<file path="config.mk">
export PLATFORM = sky130hd
export DESIGN_NAME = sram_slot_arbiter
export DESIGN_NICKNAME = d
export VERILOG_FILES = /design/src/rtl/sram_slot_arbiter.sv
export SDC_FILE = /design/constraint.sdc
export NUM_CORES = 1
export LEC_CHECK = 0
export ABC_AREA = 1
export CORE_UTILIZATION = 45
export CTS_BUF_LIST = sky130_fd_sc_hd__clkbuf_4 sky130_fd_sc_hd__clkbuf_8
export CTS_CLUSTER_DIAMETER = 80
export DETAILED_ROUTE_END_ITERATION = 7
export PLACE_DENSITY = 0.95
export SLEW_MARGIN = 15
export SYNTH_ARGS = -nofsm -noshare
export SYNTH_HDL_FRONTEND = slang
export SYNTH_SLANG_ARGS = --single-unit
</file>
<file path="constraint.sdc">
create_clock -name clk -period 2.1 [get_ports clk]
set_input_delay 0.21 -clock clk [delete_from_list [all_inputs] [get_ports clk]]
set_output_delay 0.21 -clock clk [all_outputs]
set_load 0.02 [all_outputs]
</file>
<file path="src/rtl/sram_slot_arbiter.sv">
`default_nettype none
// ============================================================================
// Module      : sram_slot_arbiter
// Description : Time-slot scheduler for the shared 512K SRAM port. A free
//               running slot counter marks video slots; the loader (before
//               rom_initialised) or the Z80 (after) is granted only when the
//               whole run of slots it needs is free of video, so an access in
//               flight is never preempted.
// Ports       : clk, rst_n            clock, async active-low reset
//               vid_active            video fetch region active
//               whichturn             1 = video owns SRAM this cycle
//               cpu_mreq_n/rfsh_n     Z80 request; refresh is never served
//               cpu_wait_n            Z80 WAIT (low = stretch)
//               ldr_req/addr/data     loader write request
//               ldr_ack, ldr_done     byte written pulse / image done pulse
//               romwrite_wr/addr/data write strobe and registered address/data
//               rom_initialised       sticky, set once the image is complete
//               cpu_wait_count        stall-cycle counter
// Options     : SRAM_ARB_STATS_EN     enables the saturating stall counter;
//                                     otherwise cpu_wait_count is 0
// Revision    : 1.0  initial release
// ============================================================================
module sram_slot_arbiter #(
  parameter int                         SLOT_BITS  = 3,
  parameter logic [(2**SLOT_BITS)-1:0]  VIDEO_MASK = 8'b01010101,
  parameter int                         CPU_HOLD   = 2
) (
  input  logic        clk,
  input  logic        rst_n,
  input  logic        vid_active,
  output logic        whichturn,
  input  logic        cpu_mreq_n,
  input  logic        cpu_rfsh_n,
  output logic        cpu_wait_n,
  input  logic        ldr_req,
  input  logic [18:0] ldr_addr,
  input  logic [7:0]  ldr_data,
  output logic        ldr_ack,
  input  logic        ldr_done,
  output logic        romwrite_wr,
  output logic [18:0] romwrite_addr,
  output logic [7:0]  romwrite_data,
  output logic        rom_initialised,
  output logic [15:0] cpu_wait_count
);

  localparam int                   c_nslots    = 2**SLOT_BITS;
  localparam logic [SLOT_BITS-1:0] c_slot_one  = SLOT_BITS'(1);
  localparam logic [SLOT_BITS-1:0] c_hold_last = SLOT_BITS'(CPU_HOLD - 1);

  localparam logic [2:0] c_st_idle  = 3'd0;
  localparam logic [2:0] c_st_lwr1  = 3'd1;
  localparam logic [2:0] c_st_lwr2  = 3'd2;
  localparam logic [2:0] c_st_lack  = 3'd3;
  localparam logic [2:0] c_st_lwait = 3'd4;
  localparam logic [2:0] c_st_cpu   = 3'd5;
  localparam logic [2:0] c_st_cdone = 3'd6;

  logic [2:0]           r_state;
  logic [2:0]           w_state_next;
  logic [SLOT_BITS-1:0] r_slot;
  logic [SLOT_BITS-1:0] w_slot_next;
  logic [SLOT_BITS-1:0] r_hold_cnt;
  logic                 r_whichturn;
  logic                 r_rom_init;
  logic                 r_done_pend;
  logic [18:0]          r_addr;
  logic [7:0]           r_data;
  logic                 w_cpu_acc;
  logic                 w_ldr_grant;
  logic                 w_cpu_grant;
  logic                 w_in_cpu;
  logic                 w_wr;
  logic                 w_ack;
  logic                 w_stall;

  // True when the n slots starting at 'start' (with wrap) hold no video slot.
  function automatic logic free_run(input logic [SLOT_BITS-1:0] start,
                                    input int n, input logic active);
    logic                 ok;
    logic [SLOT_BITS-1:0] idx;
    ok = 1'b1;
    for (int k = 0; k < c_nslots; k++) begin
      idx = start + SLOT_BITS'(k);
      if ((k < n) && VIDEO_MASK[idx] && active) ok = 1'b0;
    end
    return ok;
  endfunction

  assign w_cpu_acc   = !cpu_mreq_n && cpu_rfsh_n;
  assign w_slot_next = r_slot + c_slot_one;
  assign w_ldr_grant = (r_state == c_st_idle) && !r_rom_init && ldr_req &&
                       free_run(r_slot, 2, vid_active);
  // Loader grant already requires !rom_initialised, so the two are exclusive.
  assign w_cpu_grant = (r_state == c_st_idle) && r_rom_init && w_cpu_acc &&
                       free_run(r_slot, CPU_HOLD, vid_active);

  // An access granted in this very cycle is not stretched, so a free port
  // never costs the Z80 a wait state.
  assign w_stall     = w_cpu_acc && !w_in_cpu && !w_cpu_grant;

  // State register
  always_ff @(posedge clk or negedge rst_n) begin
    if (!rst_n) r_state <= c_st_idle;
    else        r_state <= w_state_next;
  end

  // Next-state logic
  always_comb begin
    w_state_next = r_state;
    case (r_state)
      c_st_idle: begin
        if (w_ldr_grant)      w_state_next = c_st_lwr1;
        else if (w_cpu_grant) w_state_next = c_st_cpu;
      end
      c_st_lwr1:  w_state_next = c_st_lwr2;
      c_st_lwr2:  w_state_next = c_st_lack;
      c_st_lack:  w_state_next = c_st_lwait;
      // One write per request: wait for the request to drop before re-arming.
      c_st_lwait: if (!ldr_req) w_state_next = c_st_idle;
      c_st_cpu:   if (r_hold_cnt == c_hold_last) w_state_next = c_st_cdone;
      c_st_cdone: if (cpu_mreq_n) w_state_next = c_st_idle;
      default:    w_state_next = c_st_idle;
    endcase
  end

  // Output decode
  always_comb begin
    w_wr     = 1'b0;
    w_ack    = 1'b0;
    w_in_cpu = 1'b0;
    case (r_state)
      c_st_lwr1, c_st_lwr2: w_wr     = 1'b1;
      c_st_lack:            w_ack    = 1'b1;
      c_st_cpu, c_st_cdone: w_in_cpu = 1'b1;
      default: ;
    endcase
  end

  // Slot counter, video turn, hold counter and loader data latch
  always_ff @(posedge clk or negedge rst_n) begin
    if (!rst_n) begin
      r_slot      <= '0;
      r_whichturn <= 1'b0;
      r_hold_cnt  <= '0;
      r_addr      <= '0;
      r_data      <= '0;
    end else begin
      r_slot      <= w_slot_next;
      r_whichturn <= VIDEO_MASK[w_slot_next] & vid_active;
      if (w_cpu_grant)               r_hold_cnt <= '0;
      else if (r_state == c_st_cpu)  r_hold_cnt <= r_hold_cnt + c_slot_one;
      if (w_ldr_grant) begin
        r_addr <= ldr_addr;
        r_data <= ldr_data;
      end
    end
  end

  // Image-complete flag. A done pulse arriving during a write is held back
  // until the ack has gone out, so the final byte is acknowledged first.
  always_ff @(posedge clk or negedge rst_n) begin
    if (!rst_n) begin
      r_rom_init  <= 1'b0;
      r_done_pend <= 1'b0;
    end else begin
      case (r_state)
        c_st_lwr1, c_st_lwr2: if (ldr_done) r_done_pend <= 1'b1;
        c_st_lack: begin
          if (r_done_pend || ldr_done) r_rom_init <= 1'b1;
          r_done_pend <= 1'b0;
        end
        default: if (ldr_done) r_rom_init <= 1'b1;
      endcase
    end
  end

`ifdef SRAM_ARB_STATS_EN
  logic [15:0] r_wait_count;

  always_ff @(posedge clk or negedge rst_n) begin
    if (!rst_n)                                 r_wait_count <= 16'h0000;
    else if (w_stall && r_wait_count != 16'hFFFF) r_wait_count <= r_wait_count + 16'h0001;
  end

  assign cpu_wait_count = r_wait_count;
`else
  assign cpu_wait_count = 16'h0000;
`endif

  assign whichturn       = r_whichturn;
  assign cpu_wait_n      = !w_stall;
  assign ldr_ack         = w_ack;
  assign romwrite_wr     = w_wr;
  assign romwrite_addr   = r_addr;
  assign romwrite_data   = r_data;
  assign rom_initialised = r_rom_init;

endmodule
`default_nettype wire

</file>
; ---- After elaboration in Yosys (flattened, before gate mapping)
; Memory sizes are Yosys's and may differ from the RTL's.
; Index checks and enable logic that the tools add are counted.
[op_classes]
addsub = 2
magnitude_cmp = 2
eq_ne = 13
muxes = 19
n_bitwise = 2
n_reduce_logical = 26
[ops]
columns = operator, n
row1 = $mux W3, 7
row2 = $pmux W3 S7, 1
row3 = $logic_and A1 B1 Y1, 11
row4 = $ne A2 B2 Y1 const B, 5
row5 = $eq A3 B3 Y1 const B, 3
row6 = $mux W1, 9
row7 = $lt A3 B4 Y1 const B, 2
row8 = $add A3 B1 Y3 const B, 2
row9 = $eq A3 B1 Y1 const B, 2
row10 = $eq A3 B2 Y1 const B, 2
row11 = $reduce_bool A2 Y1, 3
row12 = $logic_not A1 Y1, 5
row13 = $pmux W1 S2, 2
row14 = $reduce_and A4 Y1, 1
row15 = $reduce_or A2 Y1, 2
row16 = $logic_not A3 Y1, 1
row17 = $ne A3 B3 Y1 const B, 1
row18 = $reduce_and A3 Y1, 1
row19 = $reduce_and A2 Y1, 1
row20 = $and A1 B1 Y1, 1
row21 = $logic_or A1 B1 Y1, 1
row22 = $not A1 Y1, 1
[word_totals]
register_bits = 39
rom_bits = 16
in_bits = 34
output_inout_bits = 48
n_memories = 2
[mem_list]
columns = name, depth, word_bits, rd, rd_ports_with_merged_regs, write_ports, line
row1 = (name not given), 8, 1, 1, 0, 0, 85  ; if ((k < n) && VIDEO_MASK[idx] && active) ok = 1'b0;
row2 = (name not given), 8, 1, 1, 0, 0, 150  ; r_whichturn <= VIDEO_MASK[w_slot_next] & vid_active;

; ---- Logic depth before layout (Yosys ltp)
; Gate-level depths: netlist of run 1.
[depth]
word_depth = 9
depth_mapped = 7

; ---- Worst setup path before layout of run 1
; Ideal clock, no wire load.
[synth_path]
path_kind = flip-flop to output port
startpoint = reg r_state[2]
endpoint = out cpu_wait_n
arrival_time_ps = 1037
required_ps = 1890
setup_slack_ps = 853
stages_incl_launch_ff = 6
n_path_buf = 0
cell_sequence = dfrtp_1 inv_2 nand2_2 nor2_4 nand3_1 o2111ai_1
[synth_via]
elab_chain_cells = 7
[synth_rtl]
columns = item, line
row1 = from (decl), 59  ; logic [2:0] r_state;
row2 = from (signal assigned), 104  ; if (!rst_n) r_state <= c_st_idle;
row3 = from (signal assigned), 105  ; else r_state <= w_state_next;
row4 = $eq A3 B3 Y1 or $logic_not A3 Y1 (tied branches), "132, 95"
row5 = $reduce_or A2 Y1 or $logic_and A1 B1 Y1 (tied branches), "132, 95"
row6 = $mux W1 or $logic_and A1 B1 Y1 (tied branches), "132, 95"
row7 = $logic_not A1 Y1 or $logic_and A1 B1 Y1 (tied branches), "100, 95"
row8 = $logic_and A1 B1 Y1 or $logic_not A1 Y1 (tied branches), 100  ; assign w_stall = w_cpu_acc && !w_in_cpu && !w_cpu_grant;
row9 = $logic_and A1 B1 Y1 (*), 100
row10 = $logic_not A1 Y1 (*), 192  ; assign cpu_wait_n = !w_stall;
row11 = to (decl), 34  ; output logic cpu_wait_n,
; Every way passes the cells marked *; elsewhere a longest branch is shown, timed or not.

; ---- Worst setup path after layout of run 1
[layout_path]
startpoint = reg r_state[0]
endpoint = out romwrite_wr
[layout_via]
elab_chain_cells = 3
[layout_rtl]
columns = item, line
row1 = $eq A3 B1 Y1 or $eq A3 B2 Y1 (tied branches), 132  ; case (r_state)
row2 = $reduce_or A2 Y1 (*), n/a
row3 = $mux W1 (*), 132
row4 = to (decl), 40  ; output logic romwrite_wr,
; Marks and branches as above.

==> key figures, run 1 <==
Logic synthesis
  • Mean Syn Cell Area: 8.98 µm²
  • Synthesis-stage register bit count: 37
  • Post-synthesis compound-gate area fraction: 0.150
  • Post-synth EDFFs: 0
  • Post-synthesis simple-gate area fraction: 0.164
  • Fraction of registers with async set/reset: 1.00
  • Area share of fa/ha/maj cells after synthesis: 0.0132
  • Synth Area in XOR/XNOR: 0
  • Sequential cell area fraction in the yosys report: 0.489
  • Post-synthesis mux area share: 0
  • Synthesized area: about 1900 µm²
  • Main combinational cell family by area after synthesis: buffers and inverters
  • Yosys cell types: 22
  • Prevailing post-synth register cell: dfrtp_1
  • Gate Count Post-Synth: 211
  • Yosys warns: 0

Clock tree
  • CTS H-tree lvls: 2
  • CTS Buffer Depth: 2
  • CTS buffer count: 5
  • CTS tree: yes
  • Clock Tree Root: clkbuf_8
  • Clk_lat worst skew: 0.27 ns
  • Reg clk slew, reported paths: 0.07 ns
  • TritonCTS Sinks: 37

Timing
  • Final TNS setup: 0 ns
  • Final Slew Violations: 0
  • Final Critical Period: approximately 2 ns
  • Worst slew margin: 0.477
  • Worst Max-Slew Pin Slew: around 0.78 ns
  • Hold Vio Cnt, Final: 0
  • # setup viols final: 0
  • Fmax: between 500 and 600 MHz
  • Unrepaired setup endpoints after global routing: false
  • Part of the cycle the worst path needs: 0.934
  • Clk_skew: 0.00274 ns

Pwr
  • Pleak: 1.33 nW
  • Clk network pwr share: 0.268
  • Worst vdd ir: 349 µV
  • Switching pwr: 640 µW
  • Internal: 1.30 mW
  • Sw Share: 0.330
  • Flop pwr share: 0.438
  • Pwr Total: 1.94 mW
  • Power per cell area: 747 nW/µm²
  • Combinational power share: 0.293

Critical path
  • Worst path slowest cell: clkdlybuf4s50_1
  • Slowest Stage Delay on Critical Path: 0.60 ns
  • Launching point of the worst reg2reg path: r_state[2]
  • Crit. End Element: output port
  • Crit path from: r_state[0]
  • Setup Crit Path Kind: reg2out
  • Critical-path cell list: inv_2, nand2_1, nand3_1, inv_1, clkdlybuf4s50_1
  • Startpoint types: register
  • CP Max Fanout: 7
  • Worst path arrival time: 1.75 ns
  • WP data required: around 1.9 ns

Detailed routing
  • Total number of vias: 1,476
  • Remaining antenna violation count: 0
  • Via density: around 4.5
  • Drt pass-1 iters: 4
  • Initial drt markers: between 70 and 80
  • Post-route DRC: 0
  • Aggregate routed wire length: 3.42 mm
  • DR WL/cell: 10.4 µm

Cells and area
  • Area grow syn2layout: 37.2%
  • Nets: 315
  • Diode count: 0
  • Commonest non-fill, non-tap cell in the layout: clkdlybuf4s50_1
  • Utilization of the core after routing: 0.645
  • Fillers: 331
  • Share of cells above drive strength 1: 0.164
  • Most frequent cells in the layout: clkdlybuf4s50_1, nand2_1, inv_1
  • Non-Filler Instances: 330

Placed design
  • Dpl hpwl: 2.62 mm
  • Cells after DPL: approximately 320
  • IO buf count: 65
  • Final weighted congestion in routability-driven placement: 0.799

Floorplanning
  • Die area: 4470 µm²
  • # IOs: between 80 and 90
  • Core ar.: 4030 µm²
  • Initial Util: 0.470
  • Chip Width: 66.9 µm
  • Rows: 23
  • DIE HEIGHT: 66.9 µm

Flow run
  • MaxCap Viol Count: 0

Global route
  • Initial antenna violation count: 0
  • Number of global-route vias before repair: about 1,300
  • Congestion Overflow GR: 0
  • Total track usage: 0.163
  • First-pass GRT wire length: 5.38 mm
  • Largest net degree at the start of global routing: 55

Outcome
  • Status: finished, final reports clean

Min path
  • Worst min path class: in2async
## power groups by stage
stage | clock network, mW | logic [mW] | registers (mW)
after CTS | 0.546 | 0.572 | 0.847
after global placement | 0 | 0.546 | 0.855
after floorplan | 0 | 0.410 | 0.846
final | 0.521 | 0.569 | 0.851
after global routing | 0.572 | 0.662 | 0.856
after detailed placement | 0 | 0.572 | 0.861
## layer usage
| layer | global-route usage | share of wire |
|---|---|---|
| met2 | 0.298 | 0.52 |
| met1 | 0.171 | 0.41 |
| met4 | 0.0638 | 0.0070 |
| met5 | 0 | 0 |
| met3 | 0.0497 | 0.057 |
## Yosys cell counts, types with 2 or more instances
cell type  number  share of area
nand2_2         2         0.0066
inv_2           2         0.0040
dfrtp_1        37           0.49
buf_6           5          0.030
buf_4          16          0.063
nand2_1        50          0.099
nand3_1         5          0.013
o21ai_2        27           0.12
nor2_1          6          0.012
inv_1          43          0.085
ha_1            2          0.013
nand4_1         3         0.0099
o21ai_0         4          0.011
## cell type report
| cell class | count | area (µm²) | share of cell area |
|---|---|---|---|
| inverter | 45 | 169 | 0.0650 |
| tap | 50 | 62.6 | 0.0241 |
| clock buffer | 7 | 96.3 | 0.0371 |
| timing repair buffer | 67 | 659 | 0.254 |
| multi-input combinational | 123 | 679 | 0.261 |
| sequential | 37 | 927 | 0.357 |
| clock inverter | 1 | 5.00 | 0.00193 |
## cells by family after synthesis
group,after synthesis
simple gates,70
buf+inv,66
flops,37
compound gates,35
fa+ha+maj,2
other cells,1
## sequential cells by signal (all words and copies together) (netlist names)
name and count:
romwrite_addr 19, romwrite_data 8, r_hold_cnt 3, r_state 3, r_done_pend 1, r_slot 1, rom_initialised 1, whichturn 1
## repair_timing
item                                    4_1_cts  5_1_grt
gates resized for setup                       1        1
endpoints found under the setup margin        1        1
buffers inserted                              0        0
hold buffers                                  0        0
## metrics by stage
step / hold slack, ns / area (µm²) / setup slack (ns)
after floorplan: -0.0856 / 1950 / 0.853
after global placement: 0.340 / 2500 / 0.157
after detailed placement: 0.351 / 2500 / 0.167
after CTS: 0.0410 / 2600 / 0.108
after global routing: 0.0780 / 2600 / 0.00190
final: 0.0113 / 2600 / 0.138
## worst max-delay path: cells and delay by family, from the launching register on
family	cells	cell delay (ns)
buffers and inverters	3	0.77
AND/OR/NAND/NOR	2	0.23
flip-flops	1	0.48
## worst paths after layout
path | to | slack [ns] | depth (start not counted)
max | romwrite_wr | 0.14 | 5
max in group asynchronous | r_state[1] | 1.54 | 1
min in group clk | r_slot[0] | 0.46 | 1
max reg2reg | romwrite_addr[17] | 0.46 | 7
min reg2reg | r_slot[0] | 0.46 | 1
min | r_hold_cnt[0] | 0.01 | 1
Power figures use the tool's default switching activity.
==> run 2, diff against run 1 <==
--- a/config.mk
+++ b/config.mk
@@ -6,10 +6,12 @@
 export NUM_CORES = 1
 export LEC_CHECK = 0
 export ABC_AREA = 1
+export CORE_MARGIN = 1
 export CORE_UTILIZATION = 45
 export CTS_BUF_LIST = sky130_fd_sc_hd__clkbuf_4 sky130_fd_sc_hd__clkbuf_8
 export CTS_CLUSTER_DIAMETER = 80
 export DETAILED_ROUTE_END_ITERATION = 7
+export GPL_ROUTABILITY_DRIVEN = 0
 export PLACE_DENSITY = 0.95
 export SLEW_MARGIN = 15
 export SYNTH_ARGS = -nofsm -noshare
==> results of run 2 <==
The final DEF is identical to that of run 1; final timing and power are the same.
==> run 3, diff against run 2 <==
--- a/config.mk
+++ b/config.mk
@@ -7,12 +7,12 @@
 export LEC_CHECK = 0
 export ABC_AREA = 1
 export CORE_MARGIN = 1
-export CORE_UTILIZATION = 45
+export CORE_UTILIZATION = 40
 export CTS_BUF_LIST = sky130_fd_sc_hd__clkbuf_4 sky130_fd_sc_hd__clkbuf_8
 export CTS_CLUSTER_DIAMETER = 80
 export DETAILED_ROUTE_END_ITERATION = 7
 export GPL_ROUTABILITY_DRIVEN = 0
-export PLACE_DENSITY = 0.95
+export PLACE_DENSITY = 0.88
 export SLEW_MARGIN = 15
 export SYNTH_ARGS = -nofsm -noshare
 export SYNTH_HDL_FRONTEND = slang
==> run 3 against run 2 <==
  * Largest cell class unchanged
  * Critical path depth is the same
  * Critical path type unchanged
  * Setup slack worse by 0.019 ns
  * Global-route usage down 1.4 points
  * Via count rose by 1.4%
  * Routed wire length grew 0.47%
==> key figures, run 3 (synthesized netlist as in run 1, its figures left out) <==
Outcome
  • Status: finished, final reports clean

Critical path
  • Worst path arrival time: 1.77 ns
  • CP Max Fanout: 5
  • Slowest Stage Delay on Critical Path: ~0.6 ns
  • Reg-to-reg endpoint: romwrite_addr[11]
  • WP data required: about 1.9 ns
  • Launching point of the worst reg2reg path: r_state[2]
  • Bufs and invs on worst path: 3
  • Crit. End Element: output port
  • Crit-path leading delay family: buffers and inverters
  • Flop2flop setup slack: 0.49 ns
  • Cell mode on critical path: inv_1
  • Startpoint types: register
  • Critical-path cell list: inv_1, nand2_1, nand3_1, inv_1, clkdlybuf4s50_1
  • Setup Crit Path Kind: reg2out
  • R2R cell count: 7
  • Worst path slowest cell: clkdlybuf4s50_1

Cells and area
  • Area grow syn2layout: 38.2%
  • Max reg flops: 19
  • Non-Filler Instances: 332
  • Commonest non-fill, non-tap cell in the layout: clkdlybuf4s50_1
  • Utilization of the core after routing: 0.589
  • Nets: 315
  • Fillers: 398
  • Most frequent cells in the layout: clkdlybuf4s50_1, nand2_1, inv_1
  • Share of cells above drive strength 1: 0.161
  • Diode count: 0
  • Layout Cell Area excl Fill: 2620 µm²

Timing
  • Final Critical Period: 1.98 ns
  • Worst slew margin: 0.470
  • Final TNS setup: 0 ns
  • Unrepaired setup endpoints after global routing: false
  • Clk_skew: 0.00518 ns
  • # setup viols final: 0
  • Worst hold slack: 0.0129 ns
  • Final Slew Violations: 0
  • Worst Max-Slew Pin Slew: a little under 0.8 ns
  • Final WS setup: 0.120 ns
  • Fmax: 505 MHz
  • Hold Vio Cnt, Final: 0
  • Part of the cycle the worst path needs: 0.943

Pwr
  • Pwr Total: around 2 mW
  • Pleak: 1.34 nW
  • Power per cell area: about 780 nW/µm²
  • Worst vdd ir: between 400 and 500 µV

Clock tree
  • TritonCTS Sinks: 37
  • Post-CTS Setup Inserts: 0
  • CTS H-tree lvls: 2
  • CTS tree: yes
  • Hold buffers post-CTS: 0
  • Clock Tree Root: clkbuf_8
  • CTS buffer count: 5
  • CTS Buffer Depth: 2
  • Clk_lat worst skew: about 0.28 ns
  • Reg clk slew, reported paths: 0.07 ns

Min path
  • Worst min path class: in2async

Detailed routing
  • Via density: around 4.5
  • Aggregate routed wire length: 3.43 mm
  • Initial drt markers: 100
  • Total number of vias: 1,496
  • Drt pass-1 iters: 8
  • Post-route DRC: 0
  • DR WL/cell: just over 10 µm
  • Remaining antenna violation count: 0

Placed design
  • Cells after DPL: 324
  • Dpl cell area: 2500 µm²
  • IO buf count: between 60 and 70
  • Setup WS pre-CTS: about 0.12 ns
  • Dpl hpwl: approximately 2.6 mm

Floorplanning
  • Initial Util: 0.426
  • Chip Width: 70.8 µm
  • Die area: 5010 µm²
  • DIE HEIGHT: 70.8 µm
  • Core ar.: 4440 µm²
  • Rows: 24
  • # IOs: 82

Global route
  • Congestion Overflow GR: 0
  • Largest net degree at the start of global routing: 55
  • First-pass GRT wire length: 5.84 mm
  • Number of global-route vias before repair: 1,395
  • Initial antenna violation count: 0
  • Total track usage: 0.148

Flow run
  • MaxCap Viol Count: 0
[run 3: area by class of cell]
type / count / area, µm² / area share
multi-input cells: 123 / 679 / 0.259
clock inverters: 1 / 30.0 / 0.0115
inverters: 45 / 169 / 0.0645
flip-flops and latches: 37 / 926 / 0.354
repair buffers: 67 / 659 / 0.252
clock buffers: 7 / 90.1 / 0.0344
well taps: 52 / 65.1 / 0.0248
[run 3: what timing repair did]
item	4_1_cts	5_1_grt
gates resized for setup	1	0
setup endpoints to repair	1	0
endpoints found under the hold margin	0	0
[run 3: how the worst max path moves through the flow]
| stage | start | to | depth (start not counted) |
|---|---|---|---|
| finish | r_state[1] | romwrite_wr | 5 |
| global placement | vid_active | cpu_wait_n | 5 |
| global route | r_state[1] | romwrite_wr | 5 |
| detailed placement | vid_active | cpu_wait_n | 5 |
| CTS | r_state[1] | romwrite_wr | 5 |
| floorplan | r_state[2] | cpu_wait_n | 5 |
[run 3: where the power goes]
part	switching (mW)	internal [mW]	leakage, nW
combinational	0.337	0.227	0.785
sequential	0.0724	0.777	0.494
clock	0.223	0.400	0.0619
total	0.633	1.40	1.34
[run 3: metal layers]
layer  track usage  wire length [µm]  up-vias
met3        0.0399               199        6
met5             0                 0        -
met2         0.276              1820       56
met4        0.0600                50        0
met1         0.159              1370      689
li1              -                 -      745
